### config.mk
export PLATFORM = sky130hd
export DESIGN_NAME = teclado_matricial_param
export DESIGN_NICKNAME = d
export VERILOG_FILES = /design/src/rtl/teclado_pkg.sv /design/src/rtl/teclado_matricial_param_fifo.sv /design/src/rtl/teclado_matricial_param.sv
export SDC_FILE = /design/constraint.sdc
export NUM_CORES = 1
export LEC_CHECK = 0
export CAP_MARGIN = 10
export CORE_MARGIN = 2
export CORE_UTILIZATION = 60
export CTS_CLUSTER_SIZE = 40
export DETAILED_ROUTE_END_ITERATION = 8
export PLACE_DENSITY = 0.8
export SYNTH_ARGS = -nofsm -noshare
export SYNTH_HDL_FRONTEND = slang
export SYNTH_SLANG_ARGS = --single-unit
### constraint.sdc
create_clock -name clk -period 2.9 [get_ports clk]
set_input_delay 0.58 -clock clk [delete_from_list [all_inputs] [get_ports clk]]
set_output_delay 0.58 -clock clk [all_outputs]
set_load 0.05 [all_outputs]
### src/rtl/teclado_pkg.sv
// Shared types and helpers for the parametrised matrix keypad scanner.
package teclado_pkg;

    // Scanner FSM states.
    typedef enum logic [1:0] {
        SCAN       = 2'd0,
        DEBOUNCE   = 2'd1,
        PRESSED    = 2'd2,
        RELEASE_DB = 2'd3
    } t_scan_state;

    // Linear key code of a matrix position: row-major, row*COLS + col.
    function automatic int unsigned key_code_f(input int unsigned row,
                                               input int unsigned col,
                                               input int unsigned n_cols);
        return row * n_cols + col;
    endfunction

    // Larger of two integers, used to size shared counters.
    function automatic int max_f(input int a, input int b);
        return (a > b) ? a : b;
    endfunction

endpackage

### src/rtl/teclado_matricial_param_fifo.sv
// Small register-based FIFO holding debounced key codes.
// The head is always visible on head_o; a pop consumes it, a push appends.
// When full, a push is accepted only if a pop happens in the same cycle.
module key_fifo
    import teclado_pkg::*;
#(
    parameter int WIDTH = 4,
    parameter int DEPTH = 4
) (
    input  logic             clk,
    input  logic             reset,
    input  logic             push_i,
    input  logic [WIDTH-1:0] data_i,
    input  logic             pop_i,
    output logic [WIDTH-1:0] head_o,
    output logic             full_o,
    output logic             empty_o
);

    localparam int PTR_W = $clog2(DEPTH);
    localparam int CNT_W = PTR_W + 1;

    logic [WIDTH-1:0] mem_q [DEPTH];
    logic [PTR_W-1:0] wr_ptr_q;
    logic [PTR_W-1:0] rd_ptr_q;
    logic [CNT_W-1:0] count_q;

    logic full_d;
    logic empty_d;
    logic do_push_d;
    logic do_pop_d;

    // Occupancy flags and the accepted push/pop of this cycle.
    always_comb begin
        full_d    = (count_q == CNT_W'(DEPTH));
        empty_d   = (count_q == '0);
        do_pop_d  = pop_i && !empty_d;
        do_push_d = push_i && (!full_d || do_pop_d);
    end

    // Storage; cleared on reset so the head reads zero while empty.
    always_ff @(posedge clk or posedge reset) begin
        if (reset) begin
            for (int i = 0; i < DEPTH; i++) begin
                mem_q[i] <= '0;
            end
        end else if (do_push_d) begin
            mem_q[wr_ptr_q] <= data_i;
        end
    end

    // Pointers wrap naturally because DEPTH is a power of two.
    always_ff @(posedge clk or posedge reset) begin
        if (reset) begin
            wr_ptr_q <= '0;
            rd_ptr_q <= '0;
            count_q  <= '0;
        end else begin
            if (do_push_d) begin
                wr_ptr_q <= wr_ptr_q + PTR_W'(1);
            end
            if (do_pop_d) begin
                rd_ptr_q <= rd_ptr_q + PTR_W'(1);
            end
            case ({do_push_d, do_pop_d})
                2'b10:   count_q <= count_q + CNT_W'(1);
                2'b01:   count_q <= count_q - CNT_W'(1);
                default: count_q <= count_q;
            endcase
        end
    end

    assign head_o  = mem_q[rd_ptr_q];
    assign full_o  = full_d;
    assign empty_o = empty_d;

endmodule

### src/rtl/teclado_matricial_param.sv
// Parametrised ROWS x COLS keypad scanner: walks an active-low row strobe,
// samples synchronised active-low columns, debounces press and release of a
// single key and queues its code in a small FIFO with a valid/ready head.
module teclado_matricial_param
    import teclado_pkg::*;
#(
    parameter int ROWS         = 4,
    parameter int COLS         = 4,
    parameter int SCAN_DIV     = 50000,
    parameter int DEBOUNCE_CNT = 10,
    parameter int DEPTH        = 4,
    localparam int KEY_W       = $clog2(ROWS * COLS),
    localparam int ROW_W       = $clog2(ROWS)
) (
    input  logic             clk,
    input  logic             reset,
    input  logic [COLS-1:0]  cols,
    output logic [ROWS-1:0]  rows,
    output logic [ROW_W-1:0] current_row,
    output logic [KEY_W-1:0] key_code,
    output logic             key_valid,
    input  logic             key_ready,
    output logic             key_held,
    output logic             key_release,
    output logic             overflow
);

    localparam int COL_W = $clog2(COLS);
    localparam int CNT_W = $clog2(max_f(SCAN_DIV, DEBOUNCE_CNT) + 1);

    localparam logic [CNT_W-1:0] DWELL_LAST = CNT_W'(SCAN_DIV - 1);
    localparam logic [CNT_W-1:0] DB_LAST    = CNT_W'(DEBOUNCE_CNT - 1);
    localparam logic [ROW_W-1:0] ROW_LAST   = ROW_W'(ROWS - 1);
    localparam logic [ROWS-1:0]  ROWS_INIT  = {{(ROWS - 1){1'b1}}, 1'b0};

    // Column synchroniser.
    logic [COLS-1:0]  cols_meta_q;
    logic [COLS-1:0]  scols_q;

    // Scanner state.
    t_scan_state      state_q;
    logic [CNT_W-1:0] dwell_q;
    logic [CNT_W-1:0] db_q;
    logic [ROW_W-1:0] row_q;
    logic [ROWS-1:0]  rows_q;
    logic [KEY_W-1:0] cand_q;
    logic             held_q;
    logic             release_q;
    logic             push_q;
    logic             overflow_q;

    // Combinational helpers.
    logic             any_low_d;
    logic [COL_W-1:0] low_col_d;
    logic [KEY_W-1:0] code_d;
    logic [ROW_W-1:0] next_row_d;
    logic [ROWS-1:0]  next_rows_d;

    // FIFO interface.
    logic [KEY_W-1:0] fifo_head;
    logic             fifo_full;
    logic             fifo_empty;
    logic             pop_d;

    // Bring the asynchronous column pins into the clk domain; idle-high reset value.
    always_ff @(posedge clk or posedge reset) begin
        if (reset) begin
            cols_meta_q <= '1;
            scols_q     <= '1;
        end else begin
            cols_meta_q <= cols;
            scols_q     <= cols_meta_q;
        end
    end

    // Priority decode: lowest-index low column wins (scan downwards, last hit sticks).
    always_comb begin
        any_low_d = 1'b0;
        low_col_d = '0;
        for (int c = COLS - 1; c >= 0; c--) begin
            if (!scols_q[c]) begin
                any_low_d = 1'b1;
                low_col_d = COL_W'(c);
            end
        end
        code_d = KEY_W'(key_code_f(32'(row_q), 32'(low_col_d), COLS));
    end

    // Next row index and matching one-cold strobe pattern.
    always_comb begin
        next_row_d  = (row_q == ROW_LAST) ? '0 : row_q + ROW_W'(1);
        next_rows_d = {rows_q[ROWS-2:0], rows_q[ROWS-1]};
    end

    // Scanner FSM: row dwell, press debounce, hold, release debounce.
    // The push is a registered pulse, so the code lands in the FIFO on the
    // edge after key_held rises.
    always_ff @(posedge clk or posedge reset) begin
        if (reset) begin
            state_q   <= SCAN;
            dwell_q   <= '0;
            db_q      <= '0;
            row_q     <= '0;
            rows_q    <= ROWS_INIT;
            cand_q    <= '0;
            held_q    <= 1'b0;
            release_q <= 1'b0;
            push_q    <= 1'b0;
        end else begin
            release_q <= 1'b0;
            push_q    <= 1'b0;
            case (state_q)
                SCAN: begin
                    if (dwell_q == DWELL_LAST) begin
                        dwell_q <= '0;
                        if (any_low_d) begin
                            cand_q  <= code_d;
                            db_q    <= '0;
                            state_q <= DEBOUNCE;
                        end else begin
                            row_q  <= next_row_d;
                            rows_q <= next_rows_d;
                        end
                    end else begin
                        dwell_q <= dwell_q + CNT_W'(1);
                    end
                end
                DEBOUNCE: begin
                    if (any_low_d && (code_d == cand_q)) begin
                        if (db_q == DB_LAST) begin
                            state_q <= PRESSED;
                            held_q  <= 1'b1;
                            push_q  <= 1'b1;
                            db_q    <= '0;
                        end else begin
                            db_q <= db_q + CNT_W'(1);
                        end
                    end else begin
                        state_q <= SCAN;
                        dwell_q <= '0;
                        db_q    <= '0;
                        row_q   <= next_row_d;
                        rows_q  <= next_rows_d;
                    end
                end
                PRESSED: begin
                    if (!any_low_d) begin
                        state_q <= RELEASE_DB;
                        db_q    <= '0;
                    end
                end
                RELEASE_DB: begin
                    if (any_low_d) begin
                        // Release bounce: back to holding, no new push.
                        state_q <= PRESSED;
                        db_q    <= '0;
                    end else if (db_q == DB_LAST) begin
                        state_q   <= SCAN;
                        held_q    <= 1'b0;
                        release_q <= 1'b1;
                        db_q      <= '0;
                        dwell_q   <= '0;
                        row_q     <= next_row_d;
                        rows_q    <= next_rows_d;
                    end else begin
                        db_q <= db_q + CNT_W'(1);
                    end
                end
                default: begin
                    state_q <= SCAN;
                end
            endcase
        end
    end

    assign pop_d = !fifo_empty && key_ready;

    // Sticky flag: a push arrived while full and nothing was popped.
    always_ff @(posedge clk or posedge reset) begin
        if (reset) begin
            overflow_q <= 1'b0;
        end else if (push_q && fifo_full && !pop_d) begin
            overflow_q <= 1'b1;
        end
    end

    key_fifo #(
        .WIDTH (KEY_W),
        .DEPTH (DEPTH)
    ) u_key_fifo (
        .clk     (clk),
        .reset   (reset),
        .push_i  (push_q),
        .data_i  (cand_q),
        .pop_i   (pop_d),
        .head_o  (fifo_head),
        .full_o  (fifo_full),
        .empty_o (fifo_empty)
    );

    assign rows        = rows_q;
    assign current_row = row_q;
    assign key_code    = fifo_head;
    assign key_valid   = !fifo_empty;
    assign key_held    = held_q;
    assign key_release = release_q;
    assign overflow    = overflow_q;

endmodule

==> run metrics, run 1 <==
async set or reset register ratio after synthesis=100%; via count=2767; startpoint types=flop; layout cells sized above 1=18.1%; max-cap violations=0; Hold WC Path Type=flop to flop; final cell count without fillers=464; initial antenna violation count=0; LEAKAGE=1.89 nW; TritonCTS clock tree=built; Synth top area share=43.4%; Worst Setup End Kind=output port; minimum clock period=2.75 ns; R2R depth=6; most common cell after layout, fill and taps aside=dfrtp_1; WP data arrival=2.17 ns; final global-route overflow total=0; placed cell count=448; # hold bufs at CTS=0; cells after synthesis=361; clk sinks=79; vias in the first global route=2770; DR pass1 iterations=4; most frequent cells in the layout=68 x dfrtp_1, 31 x nand2_1, 31 x nor2_1, 26 x mux2_2, 22 x o21ai_0; Crit path largest cell delay=0.71 ns; dpl ws=0.259 ns; Post-CTS Resized=0; Rel. slew slack=47.9%; Worst Path Required=2.32 ns; via/cell ratio=5.96; GRT Overall Usage=23.0%; PD cells=448 mW/mm^2; number of synthesized register bits=79; status=finished, final reports clean; Worst Path Max Fanout=6; CP Cell Sequence=mux4_2 -> clkdlybuf4s50_1; fin nets=399; crit path max-delay cell type=clkdlybuf4s50_1; CTS Buf Count=9; Clock transition at path regs=0.08 ns; actual slew at the worst max-slew pin=0.780 ns; placed cell area=0.00420 sq mm; Die X=84.8 um; first-pass GRT wire length=13200 um; FP Rows=29; gpl congestion=0.783; Hold Fails Final Rpt=0; Setup Crit Path Kind=flop to output port; Pwr Total=1.97 mW; Final HPWL DP=4970 um; peak supply drop=409 uV; clock buffer depth=2; setup bufs post-CTS=0; max-slew violations=0; Unique masters post-synth=47; Clk Tree Root Cell=clkbuf_8; Synth Flop Type=dfrtp_1; Final TNS setup=0 ns; ANT cells=0; DRT met1 WL=3320 um; Ports=21; hold depth=0; syn nets=378; fmax=364 MHz; final setup margin=0.150 ns; remaining antenna violation count=0; post-synthesis sequential area ratio=50.8%; final instance area=0.00439 sq mm; top sig layer=met4; Synth area leaders=dfrtp_1 43%, mux2_2 7.5%, dfstp_2 7.4%; Fin Clk Skew=0.0137 ns; syn_area_per_cell=10.9 sq um; H-tree depth=3; Die Area=0.00719 sq mm; Detail Route met2 WL=3650 um; FILL cells=471; Die Span Y=84.8 um; Mapped Area=0.00392 sq mm; number of synthesized flops with an enable pin=0; Area Overhead vs Synth=12.0%; Starting Density=61.7%; Clock Latency Late Sink=0.36 ns; wire length on met3=265 um; final wirelength=7320 um; area leader, netlist=dfrtp_1; final worst-path cycle share=94.8%; core area=0.00635 sq mm; RSZ-0062 raised after global routing=false; largest net degree at the start of global routing=37; DR WL/cell=15.8 um; YS warnings=0; # port buffers=20; DRC Markers=0; Setup-failing EPs final=0; 1st-iter DRT viols=198
[Yosys cell counts, types with 7 or more instances]
master    instances
inv_1            11
nand3_1          17
o21ai_0          22
o31ai_1           8
mux2_2           26
dfrtp_1          68
clkbuf_1         10
xnor2_1          18
a31oi_1           7
and3_1            9
nor2_1           31
nand2_1          31
dfstp_2          11
ha_1              9
a21oi_1           9
[worst max-delay path: cells and delay by family (launching register included)]
kind	cells	cell delay, ns
mux	1	0.56
buf+inv	1	0.71
flops	1	0.54
[routing by layer]
| layer | GRT usage, % | vias up |
|---|---|---|
| li1 | - | 1330 |
| met1 | 31.9 | 1375 |
| met2 | 36.7 | 54 |
| met3 | 5.25 | 8 |
| met4 | 7.07 | 0 |
| met5 | 0 | - |
[worst paths after layout]
path	from	to	slack [ns]
worst max-delay path	u_key_fifo.rd_ptr_q[0]$_DFFE_PP0P_	key_code[0]	0.15
worst min-delay path	cols_meta_q[3]$_DFF_PP1_	scols_q[3]$_DFF_PP1_	0.36
worst max register to register	scols_q[2]$_DFF_PP1_	current_row[0]$_DFFE_PP0P_	0.32
worst min register to register	cols_meta_q[3]$_DFF_PP1_	scols_q[3]$_DFF_PP1_	0.36
max in group asynchronous	reset	rows[3]$_DFFE_PP1P_	1.61
min in group asynchronous	reset	u_key_fifo.count_q[2]$_DFFE_PP0P_	0.61
[cell families after synthesis]
family	share of synthesized area (%)
flops	50.8
buf+inv	2.84
xor+xnor	4.69
compound gates	9.36
mux	9.77
fa+ha+maj	3.38
simple gates	19.2
[report_power, final]
group | switching (mW) | total, mW | internal, mW
registers | 0.00450 | 1.12 | 1.11
clock network | 0.387 | 0.810 | 0.423
logic | 0.0267 | 0.0404 | 0.0137
[area by class of cell]
cell class	count	area (sq um)	area share, %
Clock buffer	13	149	3.39
Clock inverter	3	45.0	1.03
Inverter	11	41.3	0.941
Multi-Input combinational cell	256	1820	41.4
Sequential cell	79	1990	45.4
Tap cell	77	96.3	2.19
Timing Repair Buffer	25	250	5.70
[per-stage QoR]
stage	utilization (%)	hold slack, ns
6_report	69.1	0.356
3_3_place_gp	66.1	0.345
4_1_cts	69.1	0.357
2_1_floorplan	-	0.345
5_1_grt	69.1	0.356
3_5_place_dp	66.1	0.347
[sequential cells by signal (all words and copies together) (netlist names)]
name / cells
db_q: 16
dwell_q: 16
u_key_fifo.mem_q: 16
cand_q: 4
cols_meta_q: 4
rows: 4
scols_q: 4
u_key_fifo.count_q: 3
current_row: 2
state_q: 2
u_key_fifo.rd_ptr_q: 2
u_key_fifo.wr_ptr_q: 2
key_held: 1
key_release: 1
overflow: 1
push_q: 1
(Power assumes the default switching activity.)
==> run 2, diff against run 1 <==
- SETUP_SLACK_MARGIN: unset -> 0.4
==> run 2 against run 1 <==
  * Register-to-register slack improved by 0.15 ns
  * Die area unchanged
  * Sequential share of layout area decreased by 0.93 points
  * First-iteration DRC count shrank 7.6%
  * Via count up 3.1%
  * Clock skew about the same
  * Cell area is 2.2% higher
  * Wire length increased by 0.36%
  * Largest power group unchanged
==> run metrics, run 2 (synthesis results as in run 1) <==
status=finished, final reports clean; hold depth=0 (unchanged); DRC Markers=0 (unchanged); LEAKAGE=1.95 nW (+3.2%); register share of total power=55.6% (-1.2 points); layout cells sized above 1=21.4% (+3.3 points); Area Overhead vs Synth=14.5%; most frequent cells in the layout=66 x dfrtp_1, 31 x nand2_1, 31 x nor2_1, 26 x mux2_2, 22 x o21ai_0; max-slew violations=0 (unchanged); Hold WC Path Type=flop to flop; final global-route overflow total=0 (unchanged); final setup margin=0.471 ns (+0.320 ns); TritonCTS clock tree=built; core area=0.00635 sq mm (unchanged); Clk Tree Root Cell=clkbuf_8; # hold bufs at CTS=0 (unchanged); Die Span Y=84.8 um (unchanged); final worst-path cycle share=83.8% (-11 points); PD cells=447 mW/mm^2 (-0.10%); Die X=84.8 um (unchanged); Hold Fails Final Rpt=0 (unchanged); RSZ-0062 raised after global routing=true; 1st-iter DRT viols=183 (-7.6%); ANT cells=0 (unchanged); fin nets=404 (+1.3%); most common cell after layout, fill and taps aside=dfrtp_1; # port buffers=20 (unchanged); via count=2854 (+3.1%); Net Sw Power=0.413 mW (-1.3%); CTS Buf Count=9 (unchanged); Int Pwr=1.59 mW (+3.0%); Worst Setup End Kind=flop; peak supply drop=562 uV (+37%); Pwr Total=2.01 mW (+2.1%); Final Core Density=70.7% (+1.5 points); Combinational Power Share=2.0% (about the same); max-cap violations=0 (unchanged); Fin Clk Skew=0.0134 ns (-0.000357 ns); largest net degree at the start of global routing=51 (+38%); DR WL/cell=15.7 um (-0.71%); Largest regs=db_q: 16 flops, dwell_q: 16 flops, u_key_fifo.mem_q: 16 flops; Final HPWL DP=5010 um (+0.87%); startpoint types=flop; switching share of power=20.6% (-0.71 points); FP Rows=29 (unchanged); Setup-failing EPs final=0 (unchanged); clk sinks=79 (unchanged); Clock transition at path regs=0.08 ns (about the same); WP data arrival=2.66 ns (+0.49 ns); actual slew at the worst max-slew pin=0.766 ns (-0.0138 ns); vias in the first global route=2887 (+4.2%); Setup Crit Path Kind=flop to flop; clock buffer depth=2 (unchanged); initial antenna violation count=0 (unchanged); H-tree depth=3 (unchanged); remaining antenna violation count=0 (unchanged); Ports=21 (unchanged); via/cell ratio=6.09 (+2.0%); Worst Path Required=3.14 ns (+0.82 ns); Worst Path Max Fanout=5 (-1); final wirelength=7340 um (+0.36%); Clock Latency Late Sink=0.35 ns (about the same); DR pass1 iterations=4 (unchanged); clock group share of total power=42.4% (+1.2 points); R2R depth=7 (+1); dpl ws=0.253 ns (-0.00538 ns); GRT Overall Usage=22.7% (-0.26 points); gpl congestion=0.811 (+3.7%); first-pass GRT wire length=13100 um (-0.63%); FILL cells=447 (-5.1%); minimum clock period=2.43 ns (-0.320 ns); fmax=412 MHz (+13%); Starting Density=61.7% (unchanged); Final TNS setup=0 ns (unchanged); Die Area=0.00719 sq mm (unchanged); Rel. slew slack=48.8% (+0.92 points)
==> run 2: cell types whose count changed in the layout (fill, tap and decap cells not counted), sizes merged <==
| cell | previous run | this run |
|---|---|---|
| inv | 11 | 10 |
| dlygate4sd2 | 0 | 4 |
| clkdlybuf4s50 | 20 | 16 |
| clkbuf | 13 | 14 |
| buf | 5 | 10 |
==> run 2: per-layer routing <==
| layer | up-vias | part of all wire (%) | routed length, um | GRT usage [%] |
|---|---|---|---|---|
| li1 | 1348 | - | - | - |
| met1 | 1428 | 45 | 3270 | 30.3 |
| met2 | 63 | 50 | 3650 | 37.3 |
| met3 | 15 | 3.9 | 286 | 4.47 |
| met4 | 0 | 1.9 | 139 | 8.51 |
| met5 | - | 0 | 0 | 0 |
==> run 2: through the flow <==
step / cells / hold slack (ns) / instance area (sq um)
6_report: 469 / 0.341 / 4490
3_5_place_dp: 448 / 0.347 / 4200
5_1_grt: 469 / 0.352 / 4490
3_3_place_gp: 448 / 0.345 / 4200
2_1_floorplan: 361 / 0.345 / 3920
4_1_cts: 466 / 0.342 / 4430
==> run 2: final timing paths <==
kind | startpoint | to | slack (ns)
min in group asynchronous | reset | rows[0]$_DFFE_PP0P_ | 0.48
max | dwell_q[7]$_DFFE_PP0P_ | cand_q[2]$_DFFE_PP0P_ | 0.47
min reg2reg | cols_meta_q[2]$_DFF_PP1_ | scols_q[2]$_DFF_PP1_ | 0.34
max in group asynchronous | reset | cols_meta_q[1]$_DFF_PP1_ | 1.85
max reg2reg | dwell_q[7]$_DFFE_PP0P_ | cand_q[2]$_DFFE_PP0P_ | 0.47
min | cols_meta_q[2]$_DFF_PP1_ | scols_q[2]$_DFF_PP1_ | 0.34
==> run 2: critical path: stages, from the launching register on <==
cell and delay (ns):
dfrtp_1 0.42, or4b_4 0.57, nor4_4 0.28, buf_4 0.18, buf_4 0.13, nand2_1 0.05
nor2_1 0.30, mux2_2 0.38
==> run 2: cell type report <==
cell class,count,area [sq um],share of cell area [%]
Clock buffer,14,173,3.85
Clock inverter,2,37.5,0.837
Inverter,11,45.0,1.00
Multi-Input combinational cell,256,1860,41.4
Sequential cell,79,1990,44.4
Tap cell,77,96.3,2.15
Timing Repair Buffer,30,287,6.39
==> run 2: power groups by stage <==
stage,Combinational (mW),Sequential (mW),Clock [mW]
after floorplan,0.0222,1.14,0
after global placement,0.0417,1.14,0
after detailed placement,0.0421,1.14,0
after CTS,0.0421,1.12,0.867
after global routing,0.0471,1.12,0.913
final,0.0406,1.12,0.851
==> run 2: timing repair <==
item                                   in CTS  in global routing
setup endpoints to repair                  14                 37
gates resized for setup                     7                  7
endpoints found under the hold margin       0                  0
buffers inserted                            2                  3
pin swaps                                   1                  0
==> RTL change 1, RTL diff (config.mk and constraints of run 2) <==
Put one more register stage on the output `overflow`. The value now appears one clock later. The other outputs are not delayed to match.
--- a/src/rtl/teclado_matricial_param.sv
+++ b/src/rtl/teclado_matricial_param.sv
@@ -204,7 +204,9 @@
     assign key_valid   = !fifo_empty;
     assign key_held    = held_q;
     assign key_release = release_q;
-    assign overflow    = overflow_q;
+    always_ff @(posedge clk) begin
+        overflow <= overflow_q;
+    end
 
 endmodule
 
Behaviour: same outputs for any inputs over 10 cycles, from zero or initial values and one cycle with reset high; that may be too few to reach the edited logic, so the function may still have changed.
==> RTL change 1 against run 2 <==
Power is 1.6% higher; fmax is 0.12% lower; sequential cell count rose by 1; worst setup slack worse by 0.0030 ns; design area rose by 0.81%; non-clock buffer count unchanged; routed wire length up 4.7%; worst hold slack improved by 0.013 ns; synthesized cell count grew 0.28%; count of clock-buffer cells in the layout fell by 2; area after synthesis up 0.51%; utilization grew 0.57 points; critical path type is now register to output port; largest cell class unchanged.
==> RTL change 1: results (changes against run 2) <==
| Metric | Value |
|---|---|
| DRT iter0 DRCs | `227 (+24%)` |
| CTS H-tree lvls | `3 (unchanged)` |
| Gr usage total | `22.75% (about the same)` |
| Synth Net Count | `379 (+0.26%)` |
| TritonCTS Buffers | `9 (unchanged)` |
| First-pass GRT wire length | `13080 um (-0.37%)` |
| Status | `completed` |
| Tightest Hold Check Type | `register to register` |
| Vias in the first global route | `2791 (-3.3%)` |
| Worst Tran Pin Value | `0.7451 ns (-0.02064 ns)` |
| Largest net degree at the start of global routing | `34 (-33%)` |
| Cell variety after synth | `48 (+2.1%)` |
| Async set-reset flop share out of synthesis | `98.75% (-1.2 points)` |
| Pleak | `1.959 nW (+0.52%)` |
| RePlAce Congestion | `0.7734 (-4.7%)` |
| Post-synthesis sequential area ratio | `51.05% (+0.25 points)` |
| Final-layout fill cell count | `459 (+2.7%)` |
| First-pass DRT Iterations | `4 (unchanged)` |
| Reg2reg setup slack | `0.50 ns (+0.03 ns)` |
| Tmin final | `2.432 ns (+0.002979 ns)` |
| Vias | `2890 (+1.3%)` |
| Ranking of synthesized cells by area | `dfrtp_1 43%, mux2_2 7.4%, dfstp_2 7.3%` |
| Pre-CTS WS | `0.2494 ns (-0.003784 ns)` |
| Synthesis Warnings | `0 (unchanged)` |
| Crit-path max FO | `3 (-2)` |
| Post-Synthesis Cells | `362 (+0.28%)` |
| Worst Clk Skew | `0.009949 ns (-0.003428 ns)` |
| Avg Vias per Cell | `6.136 (+0.83%)` |
| Fraction of layout cells with a size suffix above 1 | `21.83% (+0.40 points)` |
| Dpl cells | `449 (+0.22%)` |
| Hpwl dp | `5011 um (about the same)` |
| Nets | `406 (+0.50%)` |
| # port buffers | `20 (unchanged)` |
| VDD IR-drop max | `0.3676 mV (-35%)` |
| Clock Root Buffer | `clkbuf_8` |
| Final wirelength | `7690 um (+4.7%)` |
-- RTL change 1: cell count changes in the layout (fill, tap and decap cells not counted), sizes merged --
cell,run 2,this run
clkinv,0,2
clkbuf,14,12
dfxtp,0,1
a211oi,2,3
-- RTL change 1: path summary, 6_finish.rpt --
check                                            from  depth (start not counted)                endpoint
worst max-delay path            u_key_fifo.count_q[2]                          2               key_valid
worst min-delay path                   cols_meta_q[3]                          0              scols_q[3]
worst max register to register            dwell_q[10]                          6               cand_q[1]
worst min register to register         cols_meta_q[3]                          0              scols_q[3]
max in group asynchronous                       reset                          3  u_key_fifo.rd_ptr_q[0]
min in group asynchronous                       reset                          2               cand_q[0]
-- RTL change 1: worst max-delay path, cell delays in order, from the launching register on --
cell,delay (ns)
dfrtp_1,0.41
or3_1,0.38
clkdlybuf4s50_1,0.71
-- RTL change 1: area by class of cell --
type / instances / area, sq um / area share, %
clock buffers: 12 / 165.2 / 3.651
clock inverters: 4 / 51.30 / 1.134
inverters: 11 / 45.04 / 0.9959
multi-input cells: 257 / 1861 / 41.13
flip-flops and latches: 80 / 2014 / 44.54
well taps: 77 / 96.34 / 2.130
repair buffers: 30 / 290.3 / 6.418
-- RTL change 1: cells by family (layout without fill, tap and decap cells) --
family          count (synthesis)  in the layout  share of synthesized area (%)
fa+ha+maj                      10             10                          3.367
compound gates                 57             58                          9.308
flops                          80             80                          51.05
mux                            30             30                          9.721
buf+inv                        26             57                          2.827
simple gates                  138            138                          19.06
xor+xnor                       21             21                          4.670
-- RTL change 1: through the flow --
step / instance area, sq um / hold slack (ns) / util, %
6_report: 4523 / 0.3544 / 71.23
5_1_grt: 4523 / 0.3603 / 71.23
4_1_cts: 4453 / 0.3561 / 70.13
3_5_place_dp: 4219 / 0.3470 / 66.44
3_3_place_gp: 4219 / 0.3457 / 66.44
2_1_floorplan: 3943 / 0.3452 / -
-- RTL change 1: power breakdown --
group          total, mW  switching [mW]  internal [mW]
sequential          1.13         0.00484           1.12
combinational     0.0405          0.0265         0.0140
clock              0.869           0.401          0.468
-- RTL change 1: timing repair --
item                                    in CTS  in global routing
gates cloned                                 0                  2
endpoints found under the setup margin      15                 36
gates resized for setup                      6                 11
buffers inserted                             2                  2
pin swaps                                    1                  3
-- RTL change 1: layer usage --
metal,up-vias,share of wire (%),global-route usage (%)
met3,18,3.3,5.447
met5,-,0,0
met1,1450,45,31.83
met2,65,50,34.87
li1,1357,-,-
met4,0,2.4,8.514
==> RTL change 2, RTL diff (settings of run 2) <==
Without the edit above. `DEPTH` is set to 4 in 2 places; all go to 8.
--- a/src/rtl/teclado_matricial_param_fifo.sv
+++ b/src/rtl/teclado_matricial_param_fifo.sv
@@ -5,7 +5,7 @@
     import teclado_pkg::*;
 #(
     parameter int WIDTH = 4,
-    parameter int DEPTH = 4
+    parameter int DEPTH = 8
 ) (
     input  logic             clk,
     input  logic             reset,
--- a/src/rtl/teclado_matricial_param.sv
+++ b/src/rtl/teclado_matricial_param.sv
@@ -8,7 +8,7 @@
     parameter int COLS         = 4,
     parameter int SCAN_DIV     = 50000,
     parameter int DEBOUNCE_CNT = 10,
-    parameter int DEPTH        = 4,
+    parameter int DEPTH        = 8,
     localparam int KEY_W       = $clog2(ROWS * COLS),
     localparam int ROW_W       = $clog2(ROWS)
 ) (
Check against the original RTL: no difference found for any inputs over 10 cycles, from zero or initial values and one cycle with reset high; that may be too few to reach the edited logic, so the function may still have changed.
==> RTL change 2 against run 2 <==
Area after synthesis up 27%; critical endpoint is now key_code[2]; design area up 23%; routed wire length up 28%; largest cell class unchanged; power up 25%; utilization down 2.7 points; worst setup slack worse by 0.018 ns; sequential cell count up 19; critical path depth down 3.
==> RTL change 2: results (changes against run 2) <==
| Metric | Value |
|---|---|
| Clk network pwr share | `42.8% (+0.4 points)` |
| Skew-Pair Late Insertion Delay | `0.37 ns (+0.02 ns)` |
| Final-layout fill cell count | `596 (+33%)` |
| Worst Clk Skew | `0.01142 ns (-0.001961 ns)` |
| Power Combinational | `0.0524 mW (+29%)` |
| Met2 GRT Util | `38.89% (+1.6 points)` |
| Post-synthesis mux area share | `12.89% (+3.1 points)` |
| Fraction of layout cells with a size suffix above 1 | `24.18% (+2.7 points)` |
| DRT iter0 DRCs | `152 (-17%)` |
| Fraction of area in multi-input gates | `42.58% (+1.2 points)` |
| Max Freq | `408.6 MHz (-0.73%)` |
| Synth Area in Compound Gates | `14.07% (+4.7 points)` |
| Power Total | `2.510 mW (+25%)` |
| RePlAce Congestion | `0.8257 (+1.8%)` |
| Dpl cells | `542 (+21%)` |
| GR Layer Usage met3 | `4.709% (+0.23 points)` |
| Hpwl dp | `6468 um (+29%)` |
| Internal | `1.972 mW (+24%)` |
| GRT met1 Usage | `30.42% (+0.12 points)` |
| Routed len/inst | `16.78 um (+7.1%)` |
| Register area | `2470 sq um (+24%)` |
| First-pass GRT wire length | `16030 um (+22%)` |
| Gr usage total | `22.92% (+0.19 points)` |
| Top flop regs | `u_key_fifo.mem_q x32, db_q x16, dwell_q x16` |
| Synth top cells by count | `87 x dfrtp_1, 35 x mux2_2, 32 x nand2_1` |
| Status | `completed` |
| Hold Path Sink | `scols_q[1]` |
| Multi-input gate count | `301 (+18%)` |
| Met1 Wirelength | `4209 um (+29%)` |
| Worst Tran Pin Value | `0.7951 ns (+0.02940 ns)` |
-- RTL change 2: cell count changes in the layout (fill, tap and decap cells not counted), sizes merged, moves of 5 or more --
cell / change
a21o: +8
clkbuf: -5
dfrtp: +19
mux2: +13
nor2: -17
o21a: +8
o31ai: +5
xnor2: -11
-- RTL change 2: cell families (layout without fill, tap and decap cells) --
| logic type | after synthesis | in the layout |
|---|---|---|
| buffers and inverters | 33 | 56 |
| adder cells (fa/ha/maj) | 9 | 9 |
| XOR/XNOR | 11 | 11 |
| AND/OR/NAND/NOR | 135 | 135 |
| flip-flops | 98 | 98 |
| multiplexers | 49 | 49 |
| AO/OA/AOI/OAI | 97 | 97 |
-- RTL change 2: critical path: stages (launching register included) --
cell	delay, ns
dfrtp_2	0.39
buf_8	0.13
mux4_2	0.51
mux2_2	0.27
buf_4	0.19
-- RTL change 2: repair_timing --
action | in CTS | in global routing
endpoints found under the setup margin | 6 | 8
setup buffers | 2 | 0
cloned | 0 | 0
resized for setup | 4 | 8
